$ cat config.mk
export PLATFORM = sky130hd
export DESIGN_NAME = float16_acc
export DESIGN_NICKNAME = d
export VERILOG_FILES = /design/src/rtl/float16_pkg.sv /design/src/rtl/float16_add.sv /design/src/rtl/float16_acc.sv
export SDC_FILE = /design/constraint.sdc
export NUM_CORES = 1
export LEC_CHECK = 0
export ABC_AREA = 1
export CORE_MARGIN = 3
export CORE_UTILIZATION = 68
export DETAILED_ROUTE_END_ITERATION = 12
export GPL_TIMING_DRIVEN = 1
export PLACE_DENSITY = 0.89
export REMOVE_ABC_BUFFERS = 1
export SYNTH_ARGS = -nofsm -noshare
export SYNTH_HDL_FRONTEND = slang
export SYNTH_HIERARCHICAL = 1
export SYNTH_SLANG_ARGS = --single-unit
$ cat constraint.sdc
create_clock -name clk -period 24.5 [get_ports clk]
set_clock_uncertainty 0.05 [all_clocks]
set_input_delay 7.35 -clock clk [delete_from_list [all_inputs] [get_ports clk]]
set_output_delay 7.35 -clock clk [all_outputs]
set_load 0.005 [all_outputs]
$ cat src/rtl/float16_pkg.sv
// Shared fp16 field widths, special encodings and the unpacked-fields view.
// Used by float16_acc/float16_add and by the upstream float16_mul.
package float16_pkg;

  localparam int FP16_EXP_W  = 5;
  localparam int FP16_FRAC_W = 10;
  localparam int FP16_BIAS   = 15;

  localparam logic [15:0] FP16_POS_MAX = 16'h7BFF;
  localparam logic [15:0] FP16_NEG_MAX = 16'hFBFF;
  localparam logic [15:0] FP16_ZERO    = 16'h0000;

  typedef struct packed {
    logic                   sign;
    logic [FP16_EXP_W-1:0]  exp;
    logic [FP16_FRAC_W-1:0] frac;
  } fp16_t;

endpackage

$ cat src/rtl/float16_add.sv
// Combinational fp16 adder: FTZ inputs/outputs, exp=31 read as max finite,
// GRS alignment, 14-bit LZC normalization, RNE rounding, saturation.
module float16_add
  import float16_pkg::*;
(
  input  logic [15:0] a,
  input  logic [15:0] b,
  output logic [15:0] sum
);

  fp16_t              fa, fb;
  logic [10:0]        ma, mb, m_big, m_small;
  logic [4:0]         ea, eb, e_big, e_small, diff;
  logic               s_big, eff_sub;
  logic [31:0]        sh;
  logic [13:0]        big_ext, small_ext, norm;
  logic [14:0]        raw;
  logic [3:0]         lz;
  logic signed [6:0]  e_n;
  logic [11:0]        mant_r;
  logic               rnd;

  assign fa = fp16_t'(a);
  assign fb = fp16_t'(b);

  always_comb begin
    ea = fa.exp;
    ma = {1'b1, fa.frac};
    if (fa.exp == 5'd0) begin
      ea = 5'd0;
      ma = 11'd0;
    end else if (fa.exp == 5'd31) begin
      ea = 5'd30;
      ma = 11'h7FF;
    end
    eb = fb.exp;
    mb = {1'b1, fb.frac};
    if (fb.exp == 5'd0) begin
      eb = 5'd0;
      mb = 11'd0;
    end else if (fb.exp == 5'd31) begin
      eb = 5'd30;
      mb = 11'h7FF;
    end
  end

  always_comb begin
    if ({ea, ma} >= {eb, mb}) begin
      e_big = ea; m_big = ma; s_big = fa.sign;
      e_small = eb; m_small = mb;
    end else begin
      e_big = eb; m_big = mb; s_big = fb.sign;
      e_small = ea; m_small = ma;
    end
    eff_sub = fa.sign ^ fb.sign;
    diff    = e_big - e_small;
    // Bits pushed below the round bit collapse into the sticky bit.
    sh        = {m_small, 3'b000, 18'd0} >> diff;
    small_ext = {sh[31:19], sh[18] | (|sh[17:0])};
    big_ext   = {m_big, 3'b000};
    raw = eff_sub ? ({1'b0, big_ext} - {1'b0, small_ext})
                  : ({1'b0, big_ext} + {1'b0, small_ext});
  end

  always_comb begin
    lz = 4'd14;
    for (int i = 0; i < 14; i++) begin
      if (raw[i]) lz = 4'(13 - i);
    end
  end

  always_comb begin
    norm   = 14'd0;
    e_n    = 7'sd0;
    rnd    = 1'b0;
    mant_r = 12'd0;
    sum    = FP16_ZERO;
    if (raw[14]) begin
      norm = {raw[14:2], raw[1] | raw[0]};
      e_n  = signed'({2'b00, e_big}) + 7'sd1;
    end else begin
      norm = raw[13:0] << lz;
      e_n  = signed'({2'b00, e_big}) - signed'({3'b000, lz});
    end
    rnd    = norm[2] & (norm[1] | norm[0] | norm[3]);
    mant_r = {1'b0, norm[13:3]} + {11'd0, rnd};
    if (mant_r[11]) e_n = e_n + 7'sd1;
    if (raw == 15'd0 || e_n <= 7'sd0) begin
      sum = FP16_ZERO;
    end else if (e_n >= 7'sd31) begin
      sum = s_big ? FP16_NEG_MAX : FP16_POS_MAX;
    end else begin
      sum = {s_big, e_n[4:0], mant_r[11] ? mant_r[10:1] : mant_r[9:0]};
    end
  end

endmodule

$ cat src/rtl/float16_acc.sv
// Windowed fp16 accumulator: sums KERNEL_LEN valid products per window and
// emits one registered result pulse per completed window.
module float16_acc
  import float16_pkg::*;
#(
  parameter int KERNEL_LEN = 9
) (
  input  logic        clk,
  input  logic        rst_b,
  input  logic        clr,
  input  logic        de_in,
  input  logic [15:0] data_in,
  output logic        de_out,
  output logic [15:0] data_out
);

  localparam int CNT_W = (KERNEL_LEN > 1) ? $clog2(KERNEL_LEN) : 1;

  logic [CNT_W-1:0] cnt;
  logic [15:0]      acc, add_b, add_sum;
  logic             first, last;

  // clr alongside a valid sample makes that sample element 0 of a new window.
  assign first = clr || (cnt == '0);
  assign last  = !clr && (cnt == CNT_W'(KERNEL_LEN - 1));
  assign add_b = first ? FP16_ZERO : acc;

  float16_add u_add (
    .a   (data_in),
    .b   (add_b),
    .sum (add_sum)
  );

  always_ff @(posedge clk or negedge rst_b) begin
    if (!rst_b) begin
      cnt      <= '0;
      acc      <= FP16_ZERO;
      de_out   <= 1'b0;
      data_out <= FP16_ZERO;
    end else begin
      de_out <= 1'b0;
      if (de_in) begin
        acc <= add_sum;
        if (last) begin
          cnt      <= '0;
          data_out <= add_sum;
          de_out   <= 1'b1;
        end else begin
          cnt <= first ? CNT_W'(1) : cnt + CNT_W'(1);
        end
      end else if (clr) begin
        cnt <= '0;
        acc <= FP16_ZERO;
      end
    end
  end

endmodule

==> flow_summary_export.csv, run 1 <==
group,metric,value,unit
status,outcome,"completed",
worst_setup_path,crit_top_cell,"nand2_1",
worst_setup_path,critPathKind,"input pin to register",
synthesis,syn-instance-count,1146,
drt,drc,0,
worst_setup_path,critPathMaxStageDelay,0.67,ns
clock_network,cts_resized,0,
grt,grt_pass1_vias,6428,
synthesis,synth-warning-count,6,
clock_network,clk_latency,0.30,ns
synthesis,yosysMostFrequentCell,"nand2_1",
worst_setup_path,cp_max_fo,42,
drt,drtIter0Drc,792,
layout,nFillCells,860,
timing,fin_crit,18.43,ns
timing,fmax,0.05425,GHz
clock_network,cts_num_sinks,37,
power_and_ir_drop,p_leak,0.003869,uW
timing,worst_pin_slew,0.8446,ns
timing,fin_crit_sh,0.7523,
layout,drive_above_1_share,0.09983,
placement,dp.cells,1273,
grt,track_usage,0.3234,
clock_network,root_buffer,"clkbuf_8",
worst_setup_path,r2r_cells,63,
synthesis,ys_types,55,
floorplanning,die_y,105.1,um
worst_setup_path,crit_arrival,18.62,ns
floorplanning,num_rows,35,
floorplanning,die-area,0.01104,mm2
placement,place_congestion,0.9991,
clock_network,htree_levels,2,
placement,dp_hpwl,14410,um
timing,setup_viol,0,
timing,rsz0062_at_grt,"no",
synthesis,ys_seq_elements,37,
clock_network,ctsHoldBuffers,0,
drt,wirelength,18090,um
synthesis,synth.top_cells.by_area,"nand2_1 (20%), dfrtp_1 (14%), nand3_1 (12%)",
synthesis,synthFlopType,"dfrtp_1",
synthesis,synth_edf_count,0,
drt,via_count,7418,
timing,slew_headroom,0.4348,
layout,final_cells,1281,
floorplanning,coreArea,0.009371,mm2
clock_network,clockBufferDepth,2,
clock_network,cts_tree,"built",
synthesis,synthTopCellsByCount,"nand2_1 (363), nand3_1 (161), inv_1 (131), nor2_1 (80), o21ai_0 (63)",
grt,grt.overflow.total,0,
grt,grt_pass1_wl,30100,um
synthesis,async_flop_share,1.000,
timing,whs,0.4228,ns
floorplanning,start_util,0.7124,
power_and_ir_drop,vdd_drop_max,0.08973,mV
grt,grt_antenna_before_repair,0,
clock_network,postCtsSetupBuffers,0,
worst_hold_path,hold_depth,2,
synthesis,avgSynthCellArea,5.826,um2
floorplanning,pin_count,37,
drt,wl_per_cell,14.12,um
layout,diodes,0,
worst_setup_path,worstSetupEndpointType,"register",
drt,vias_per_cell,5.791,
synthesis,synth_top_area_frac,0.2041,
synthesis,yosys.area.top_type,"nand2_1",
worst_setup_path,cp_slowest_cell,"a21oi_2",
drt,drtAntennaViolNets,0,
grt,grt_max_degree,43,
worst_setup_path,cp.required,24.69,ns
worst_hold_path,hold_class,"register to register",
timing,hold_viol_final,0,
synthesis,yosysSeqAreaShare,0.1387,
clock_network,cts.clk_slew.worst_paths,0.07,ns
timing,final-max-slew-violation-count,0,
floorplanning,die_w,105.1,um
placement,portBuffers,36,
power_and_ir_drop,p_per_area,141.3,mW/mm2
layout,syn2layout_area_growth,5.641,%
layout,final_nets,1222,
worst_setup_path,crit_path_start_kind,"input pin",
timing,final.setup.tns,0,ns
job,maxCapViolations,0,
clock_network,cts_made_buffers,5,
synthesis,syn-cell-area,0.006676,mm2
drt,drtPass1Iterations,8,
==> worst paths after layout <==
path / from / to / slack, ns
worst max-delay path: clr / data_out[3] / 6.07
worst min-delay path: data_out[15] / data_out[15] / 0.42
worst max register to register: cnt[0] / data_out[3] / 12.90
worst min register to register: data_out[15] / data_out[15] / 0.42
max in group asynchronous: rst_b / cnt[1] / 16.66
min in group asynchronous: rst_b / data_out[12] / 7.41
==> critical path, delay by kind of cell <==
kind                     cells  cell delay, ns
AO/OA/AOI/OAI               16            3.22
XOR/XNOR                     2            0.47
adder cells (fa/ha/maj)      6            2.12
buffers and inverters       10            1.50
AND/OR/NAND/NOR             28            3.94
==> state kept, by name (all words and copies together), names as in the netlist <==
| register | flops |
|---|---|
| de_out | 1 |
| data_out | 16 |
| acc | 16 |
| cnt | 4 |
==> stage by stage <==
step / worst slack (ns) / area, um2 / power [uW] / utilization
5_1_grt: 4.841 / 7053 / 1101 / 0.7526
3_3_place_gp: 6.332 / 6970 / 918.2 / 0.7438
2_1_floorplan: 8.291 / 6434 / 747.6 / -
3_5_place_dp: 6.099 / 6970 / 927.9 / 0.7438
4_1_cts: 6.381 / 7053 / 975.5 / 0.7526
6_report: 6.068 / 7053 / 996.8 / 0.7526
==> kinds of logic after synthesis <==
logic type | count (synthesis) | synth area share
compound gates | 150 | 0.1317
buf+inv | 196 | 0.1256
xor+xnor | 18 | 0.02361
mux | 1 | 0.001499
flops | 37 | 0.1387
simple gates | 693 | 0.4811
fa+ha+maj | 51 | 0.09783
==> cell usage in the layout (no fill, tap or decap), drive strengths merged, types with 2 or more instances in the layout <==
master	count
a211oi	3
a21oi	48
a31oi	2
and2	3
buf	2
clkbuf	6
clkdlybuf4s50	36
clkinv	6
dfrtp	37
fa	2
ha	49
inv	152
nand2	400
nand3	172
nand3b	6
nand4	13
nor2	90
nor3	4
nor4	2
o211ai	2
o21ai	82
o21bai	6
or2	3
xnor2	4
xor2	14
==> power breakdown <==
part | total [uW] | switching [uW] | internal [uW]
clock | 42.0 | 22.3 | 19.7
sequential | 76.7 | 3.21 | 73.5
combinational | 878 | 601 | 277
==> layout make-up <==
class                           instances  area [um2]  share of cell area
Timing Repair Buffer                   38       375.4             0.05322
Multi-Input combinational cell        913        4912              0.6965
Inverter                              156       595.6             0.08444
Sequential cell                        37       925.9              0.1313
Tap cell                              129       161.4             0.02288
Clock buffer                            6       72.57             0.01029
Clock inverter                          2       10.01            0.001419
==> per-layer routing <==
metal  wire, um  up-vias  GRT usage  part of all wire
met3       1384       39    0.03521             0.076
met2       8208      346     0.5348              0.45
met5          0        -          0                 0
met4        417        0    0.07591             0.023
li1           -     3685          -                 -
met1       8081     3348     0.4515              0.45
Note: power is estimated with default switching activity, not from simulation.
==> inputs of run 2 (changes only) <==
--- a/config.mk
+++ b/config.mk
@@ -7,10 +7,10 @@
 export LEC_CHECK = 0
 export ABC_AREA = 1
 export CORE_MARGIN = 3
-export CORE_UTILIZATION = 68
+export CORE_UTILIZATION = 57
 export DETAILED_ROUTE_END_ITERATION = 12
 export GPL_TIMING_DRIVEN = 1
-export PLACE_DENSITY = 0.89
+export PLACE_DENSITY = 0.8
 export REMOVE_ABC_BUFFERS = 1
 export SYNTH_ARGS = -nofsm -noshare
 export SYNTH_HDL_FRONTEND = slang
==> constraint.sdc (replaced) <==
create_clock -name clk -period 16.4 [get_ports clk]
set_clock_uncertainty 0.05 [all_clocks]
set_input_delay 4.92 -clock clk [delete_from_list [all_inputs] [get_ports clk]]
set_output_delay 4.92 -clock clk [all_outputs]
set_load 0.005 [all_outputs]
==> run 2 against run 1 <==
Sequential share of layout area down 0.19 points. Utilization down 11 points. Critical path type unchanged. Setup slack lost 5.0 ns. Largest power group unchanged.
==> flow_summary_export.csv, run 2 (synthesis gave the netlist of run 1 again) <==
group,metric,value,unit
worst_hold_path,hold_class,"register to register",
worst_setup_path,cp_slowest_cell,"ha_2",
timing,rsz0062_at_grt,"no",
worst_setup_path,crit_path_start_kind,"input pin",
layout,final_nets,1226,
timing,setup_slack,1.096,ns
worst_setup_path,worstSetupEndpointType,"register",
grt,track_usage,0.2743,
grt,grt_antenna_before_repair,0,
grt,grt.overflow.total,0,
floorplanning,die-area,0.01305,mm2
clock_network,clk_latency,0.28,ns
drt,vias_per_cell,5.671,
timing,final-max-slew-violation-count,0,
timing,fin_crit,15.30,ns
grt,grt_pass1_vias,6328,
power_and_ir_drop,clock_power_share,0.061,
drt,drtIter0Drc,728,
floorplanning,start_util,0.6001,
clock_network,root_buffer,"clkbuf_16",
worst_setup_path,crit_top_cell,"nand2_1",
floorplanning,die_w,114.2,um
power_and_ir_drop,vdd_drop_max,0.1306,mV
placement,dp.cells,1285,
drt,drc,0,
clock_network,clockBufferDepth,2,
worst_setup_path,critPathKind,"input pin to register",
timing,worst_pin_slew,0.8918,ns
worst_setup_path,cp.required,16.57,ns
layout,stdcell_area,0.007157,mm2
worst_setup_path,reg2reg_from,"cnt[0]",
power_and_ir_drop,p_per_area,209.7,mW/mm2
placement,portBuffers,36,
worst_setup_path,crit_arrival,15.47,ns
worst_setup_path,critPathMaxStageDelay,0.52,ns
floorplanning,num_rows,38,
worst_setup_path,r2r-end,"data_out[3]",
worst_setup_path,cp_max_fo,42,
drt,wl_per_cell,14.01,um
layout,drive_above_1_share,0.1039,
layout,syn2layout_area_growth,7.196,%
clock_network,cts_tree,"built",
layout,reg_top3,"acc: 16 flops, data_out: 16 flops, cnt: 4 flops",
worst_setup_path,rrSetupSlack,5.49,ns
floorplanning,pin_count,37,
drt,drtAntennaViolNets,0,
clock_network,cts_made_buffers,5,
drt,via_count,7344,
power_and_ir_drop,finalPower,1501,uW
power_and_ir_drop,pwr-share-comb,0.863,
placement,dpl_worst_slack,0.6857,ns
placement,place_area,0.006992,mm2
layout,diodes,0,
layout,mostFrequentLayoutCell,"nand2_1",
layout,final_cells,1295,
placement,dp_hpwl,14510,um
drt,drtPass1Iterations,7,
timing,final.setup.tns,0,ns
clock_network,cts_num_sinks,37,
power_and_ir_drop,p_leak,0.003909,uW
power_and_ir_drop,switching_share,0.6122,
grt,grt_pass1_wl,29820,um
clock_network,cts.clk_slew.worst_paths,0.06,ns
worst_hold_path,hp-start,"data_out[6]",
power_and_ir_drop,seqPwrFrac,0.077,
worst_hold_path,hold_depth,2,
timing,setup_viol,0,
timing,slew_headroom,0.4032,
clock_network,htree_levels,2,
power_and_ir_drop,p_int,582.1,uW
worst_hold_path,hold_end,"data_out[6]",
worst_setup_path,r2r_cells,72,
floorplanning,die_y,114.2,um
floorplanning,coreArea,0.01113,mm2
power_and_ir_drop,switching_power,918.7,uW
job,maxCapViolations,0,
timing,fin_crit_sh,0.9332,
clock_network,ctsHoldBuffers,0,
placement,place_congestion,0.9689,
status,outcome,"completed",
drt,wirelength,18140,um
timing,hold_viol_final,0,
layout,mostFrequentLayoutCells,"nand2_1 (363), nand3_1 (161), inv_1 (131)",
timing,fmax,0.06534,GHz
grt,grt_max_degree,43,
==> run 2: cell count changes in the layout (fill, tap and decap cells not counted), sizes merged <==
| cell | delta |
|---|---|
| buf | +4 |
| clkinv | -1 |
==> run 2: power groups by stage <==
stage / clock [uW] / sequential [uW] / combinational [uW]
2_1_floorplan: 0 / 115 / 1000
3_3_place_gp: 0 / 116 / 1250
3_5_place_dp: 0 / 116 / 1260
4_1_cts: 91.3 / 115 / 1270
5_1_grt: 97.7 / 116 / 1460
6_report: 91.1 / 115 / 1290
==> run 2: metrics by stage <==
| stage | hold slack [ns] | util |
|---|---|---|
| floorplan | 0.4154 | - |
| CTS | 0.4218 | 0.6408 |
| global placement | 0.4050 | 0.6284 |
| finish | 0.4198 | 0.6433 |
| global route | 0.4444 | 0.6433 |
| detailed placement | 0.4081 | 0.6284 |
==> run 2: how the worst max path moves through the flow <==
stage,depth (start not counted),end,from
4_1_cts,71,data_out[3],clr
5_1_grt,71,data_out[3],clr
3_5_place_dp,71,data_out[3],clr
6_report,71,data_out[3],clr
2_1_floorplan,61,data_out[0],clr
3_3_place_gp,71,data_out[3],clr
==> run 2: routing by layer <==
layer,vias to the layer above,share of wire,GRT usage
met3,41,0.076,0.03805
met1,3269,0.44,0.3965
met5,-,0,0
met4,0,0.034,0.08314
met2,320,0.45,0.4235
li1,3714,-,-
==> run 2: layout make-up <==
cell class | count | area (um2)
Clock buffer | 6 | 128.9
Fill cell | 1099 | 3969
Tap cell | 140 | 175.2
Timing Repair Buffer | 42 | 405.4
Clock inverter | 1 | 8.758
Multi-Input combinational cell | 913 | 4917
Sequential cell | 37 | 925.9
Inverter | 156 | 595.6
==> run 2: timing repair <==
item | in CTS | in global routing
gates resized for setup | 0 | 2
setup buffers | 0 | 3
setup endpoints to repair | 0 | 32
==> run 2: worst max-delay path: cells and delay by family <==
family	cells	cell delay [ns]
adders and majority gates	6	1.91
AOI/OAI and AO/OA	14	2.15
xor gates and xnor gates	2	0.48
and+or+nand+nor	37	4.57
buffers and inverters	12	1.43
